$ cat src/rtl/fcc_rx.sv
// fcc_rx: router input buffer that returns one upstream credit per drained flit
// and flags head/tail framing violations on arrival.
module fcc_rx #(
  parameter int FLIT_W = 34,
  parameter int DEPTH  = 4,
  parameter int CNT_W  = $clog2(DEPTH + 1)
) (
  input  logic              clk,
  input  logic              rst,
  input  logic              flit_in_valid,
  input  logic [FLIT_W-1:0] flit_in,
  output logic              credit_out,
  output logic              flit_out_valid,
  output logic [FLIT_W-1:0] flit_out,
  input  logic              flit_out_ready,
  output logic [CNT_W-1:0]  occupancy,
  output logic              overflow_err,
  output logic              frame_err
);
  localparam int PTR_W = $clog2(DEPTH);
  localparam logic [0:0] IDLE   = 1'b0;
  localparam logic [0:0] IN_PKT = 1'b1;
  logic [FLIT_W-1:0] mem_q [DEPTH];
  logic [PTR_W-1:0]  wr_ptr_q, wr_ptr_d, rd_ptr_q, rd_ptr_d;
  logic [CNT_W-1:0]  occ_q, occ_d;
  logic [0:0]        state_q, state_d;
  logic              credit_q, credit_d, ovf_q, ovf_d, ferr_q, ferr_d;
  logic              deq, enq, head, tail;
  always_comb begin
    deq      = (occ_q != '0) && flit_out_ready;
    enq      = flit_in_valid && ((occ_q != CNT_W'(DEPTH)) || deq);
    head     = flit_in[FLIT_W-1];
    tail     = flit_in[FLIT_W-2];
    wr_ptr_d = enq ? wr_ptr_q + PTR_W'(1) : wr_ptr_q;
    rd_ptr_d = deq ? rd_ptr_q + PTR_W'(1) : rd_ptr_q;
    occ_d    = (enq && !deq) ? occ_q + CNT_W'(1) :
               (deq && !enq) ? occ_q - CNT_W'(1) : occ_q;
    credit_d = deq;
    ovf_d    = ovf_q || (flit_in_valid && !enq);
    // A head inside a packet, or a non-head outside one, is a violation.
    ferr_d   = ferr_q || (flit_in_valid && (head == (state_q == IN_PKT)));
    state_d  = !flit_in_valid ? state_q :
               (head || state_q == IN_PKT) ? (tail ? IDLE : IN_PKT) : IDLE;
  end
  always_ff @(posedge clk or posedge rst) begin
    if (rst) begin
      wr_ptr_q <= '0;
      rd_ptr_q <= '0;
      occ_q    <= '0;
      state_q  <= IDLE;
      credit_q <= 1'b0;
      ovf_q    <= 1'b0;
      ferr_q   <= 1'b0;
    end else begin
      wr_ptr_q <= wr_ptr_d;
      rd_ptr_q <= rd_ptr_d;
      occ_q    <= occ_d;
      state_q  <= state_d;
      credit_q <= credit_d;
      ovf_q    <= ovf_d;
      ferr_q   <= ferr_d;
    end
  end
  always_ff @(posedge clk) begin
    if (enq) mem_q[wr_ptr_q] <= flit_in;
  end
  assign flit_out       = mem_q[rd_ptr_q];
  assign flit_out_valid = occ_q != '0;
  assign occupancy      = occ_q;
  assign credit_out     = credit_q;
  assign overflow_err   = ovf_q;
  assign frame_err      = ferr_q;
endmodule

$ cat config.mk
export PLATFORM = sky130hd
export DESIGN_NAME = fcc_rx
export DESIGN_NICKNAME = d
export VERILOG_FILES = /design/src/rtl/fcc_rx.sv
export SDC_FILE = /design/constraint.sdc
export NUM_CORES = 1
export LEC_CHECK = 0
export CORE_MARGIN = 2
export CORE_UTILIZATION = 50
export CTS_BUF_LIST = sky130_fd_sc_hd__clkbuf_8
export DETAILED_ROUTE_END_ITERATION = 10
export PLACE_DENSITY = 0.76
export SKIP_LAST_GASP = 1
export SLEW_MARGIN = 0
export SYNTH_ARGS = -nofsm -noshare
export SYNTH_HDL_FRONTEND = slang
export SYNTH_SLANG_ARGS = --single-unit
export TNS_END_PERCENT = 30
$ cat constraint.sdc
create_clock -name clk -period 2.8 [get_ports clk]
set_input_delay 0.28 -clock clk [delete_from_list [all_inputs] [get_ports clk]]
set_output_delay 0.28 -clock clk [all_outputs]
set_load 0.1 [all_outputs]
==> run_results.csv <==
group,metric,value,unit
status,status,"completed",
logic_synthesis,synthesis.nets,273,
floorplanning,core,0.0108,mm^2
finish,drive_gt1_share,32.3,%
floorplanning,io_pins,79,
routing,vias_per_cell,5.27,
floorplanning,rows,38,
clock_network,path_clk_slew,0.08,ns
global_route,antenna_found_initial,0,
clock_network,postCtsHoldBufs,0,
logic_synthesis,syn-cell-area,0.00558,mm^2
setup_path,path_class,"flop to output port",
sta,worst_pin_slew,0.857,ns
clock_network,cts_buffer_depth,2,
routing,wl_per_cell,18.8,um
routing,routed_wl,8970,um
logic_synthesis,muxShareOfSynthArea,15.3,%
routing,dr.pass1.iters,4,
global_route,grt_start_max_net_pins,36,
sta,finalHoldViolations,0,
sta,timing.fmax,0.399,GHz
logic_synthesis,synth.yosys.seq_area_share,78.2,%
global_route,grt_pass1_vias,2642,
global_route,grt_remaining_overflow,0,
finish,antenna_cells,0,
clock_network,post_cts_resize_count,0,
finish,syn2layout_area_growth,24.4,%
clock_network,tritoncts,"done",
sta,max_slew_margin,42.8,%
logic_synthesis,synthXorXnorAreaFrac,0.942,%
routing,detail-route-antenna-nets,0,
clock_network,htreeDepth,4,
worst_hold_path,hold_class,"input port to asynchronous set/reset pin",
logic_synthesis,synth.distinct_cells,23,
floorplanning,start_util,51.4,%
setup_path,arrival,2.23,ns
routing,num_vias,2512,
floorplanning,fp.dieW,110,um
logic_synthesis,synth_top_family_by_area,"multiplexers",
sta,skew,0.00939,ns
setup_path,critPathCaptureType,"output port",
setup_path,crit_required,2.52,ns
sta,rsz0062_at_grt,"false",
sta,setup_tns,0,ns
placed_design,portBuffers,78,
setup_path,critPathMaxFanout,24,
logic_synthesis,syn_inst,228,
clock_network,cts_buffers,17,
logic_synthesis,ys_ff_latch,147,
placed_design,dpl.hpwl,5470,um
setup_path,cp-start-kind,"flop",
sta,setup-violations-final,0,
clock_network,cts.sinks,147,
floorplanning,dieArea,0.0120,mm^2
setup_path,crit_path_cell_trace,"buf_12, mux4_1, buf_4",
setup_path,slowest_delay,0.64,ns
logic_synthesis,synth_adder_area_share,1.71,%
clock_network,clk-insertion-delay-late,0.43,ns
routing,drc,0,
routing,drt_iter0_drc,96,
clock_network,postCtsSetupBuffers,0,
sta,slew_viol_final,0,
logic_synthesis,synth-compound-area-share,0.381,%
floorplanning,die_y,110,um
logic_synthesis,synth-simple-area-share,1.62,%
flow_run,max-cap-violations,0,
clock_network,clockRootBuffer,"clkbuf_8",
placed_design,gp_congestion,0.660,
global_route,grt_usage,16.2,%
setup_path,cp_slowest_cell,"dfrtp_2",
global_route,grt_pass1_wl,13600,um
logic_synthesis,yosysWarnings,0,
sta,finalCritPeriodShare,89.5,%
logic_synthesis,postSynthAreaPerCell,24.5,um^2
sta,period_needed,2.51,ns
finish,nets,369,
finish,fillers,757,
-- worst paths after layout --
kind | start | end | slack (ns) | depth (start not counted)
max | rd_ptr_q[0] | flit_out[2] | 0.29 | 3
min | rst | credit_out | 0.14 | 2
max reg2reg | occupancy[0] | occupancy[2] | 0.70 | 8
min reg2reg | overflow_err | overflow_err | 0.47 | 1
max in group asynchronous | rst | rd_ptr_q[1] | 2.34 | 2
min in group clk | overflow_err | overflow_err | 0.47 | 1
-- metal layers --
| metal | GRT usage (%) | up-vias | part of all wire (%) |
|---|---|---|---|
| met3 | 6.58 | 12 | 5.7 |
| met5 | 0 | - | 0 |
| met2 | 26.2 | 57 | 50 |
| met4 | 5.97 | 0 | 1.3 |
| met1 | 19.7 | 1299 | 43 |
| li1 | - | 1144 | - |
-- sequential cells by signal, indices dropped and copies added, names as in the netlist --
name	count
wr_ptr_q	2
overflow_err	1
occupancy	3
frame_err	1
state_q	1
rd_ptr_q	2
credit_out	1
mem_q	136
-- layout by cell type (no fill, tap or decap) --
cell             instances
mux4_2                  18
clkinv_4                 1
dfrtp_2                  2
and2_2                   4
ha_1                     6
a21o_1                   1
nor2b_1                  1
a21o_2                   1
clkinv_2                 1
buf_4                   44
or3_4                    1
mux4_1                  16
xnor2_1                  3
clkinvlp_4               2
nor2_1                   2
nor4b_4                  1
dfrtp_1                  9
inv_1                    9
fa_1                     1
xor2_1                   3
mux2_4                   1
mux2_2                   1
edfxtp_1               136
buf_12                   5
o21ai_0                  1
inv_2                    1
nand2_1                  3
clkdlybuf4s50_1         37
clkbuf_8                22
bufinv_16                4
-- area by class of cell --
class	instances	area [um^2]	share of cell area [%]
Multi-Input combinational cell	64	1110	16.0
Clock buffer	22	303	4.36
Tap cell	140	175	2.52
Sequential cell	147	4360	62.9
Timing Repair Buffer	86	801	11.5
Inverter	8	30.0	0.433
Clock inverter	10	156	2.25
-- synth_stat cells (all sizes together) --
master	n	share of area, %
a21o	2	0.29
and2	4	0.54
buf	9	1.4
dfrtp	11	4.9
edfxtp	136	73
fa	1	0.36
ha	6	1.3
inv	8	0.54
mux2	2	0.47
mux4	34	15
nand2	3	0.20
nor2	2	0.13
nor2b	1	0.11
nor4b	1	0.43
o21ai	1	0.090
or3	1	0.20
xnor2	3	0.47
xor2	3	0.47
-- worst max-delay path: cells and delay by family (launching register included) --
kind,cells,cell delay [ns]
flip-flops,1,0.64
multiplexers,1,0.60
buffers and inverters,2,0.52
-- per-stage QoR --
stage	area, um^2	setup slack [ns]	hold slack [ns]	instances	utilization [%]
finish	6940	0.295	0.138	477	64.0
global route	6940	0.178	0.152	477	64.0
CTS	6940	0.243	0.127	477	64.0
detailed placement	6480	0.512	0.453	445	59.8
global placement	6480	0.550	0.449	445	59.8
floorplan	5580	0.0517	0.132	228	-
-- logic make-up (layout without fill, tap and decap cells) --
group,Yosys count,in the layout
compound gates,3,3
xor+xnor,6,6
fa+ha+maj,7,7
buf+inv,17,126
flops,147,147
mux,36,36
simple gates,12,12
Power is not shown: default switching activity piles up to over one toggle a cycle in this logic, so the estimate is an artifact.
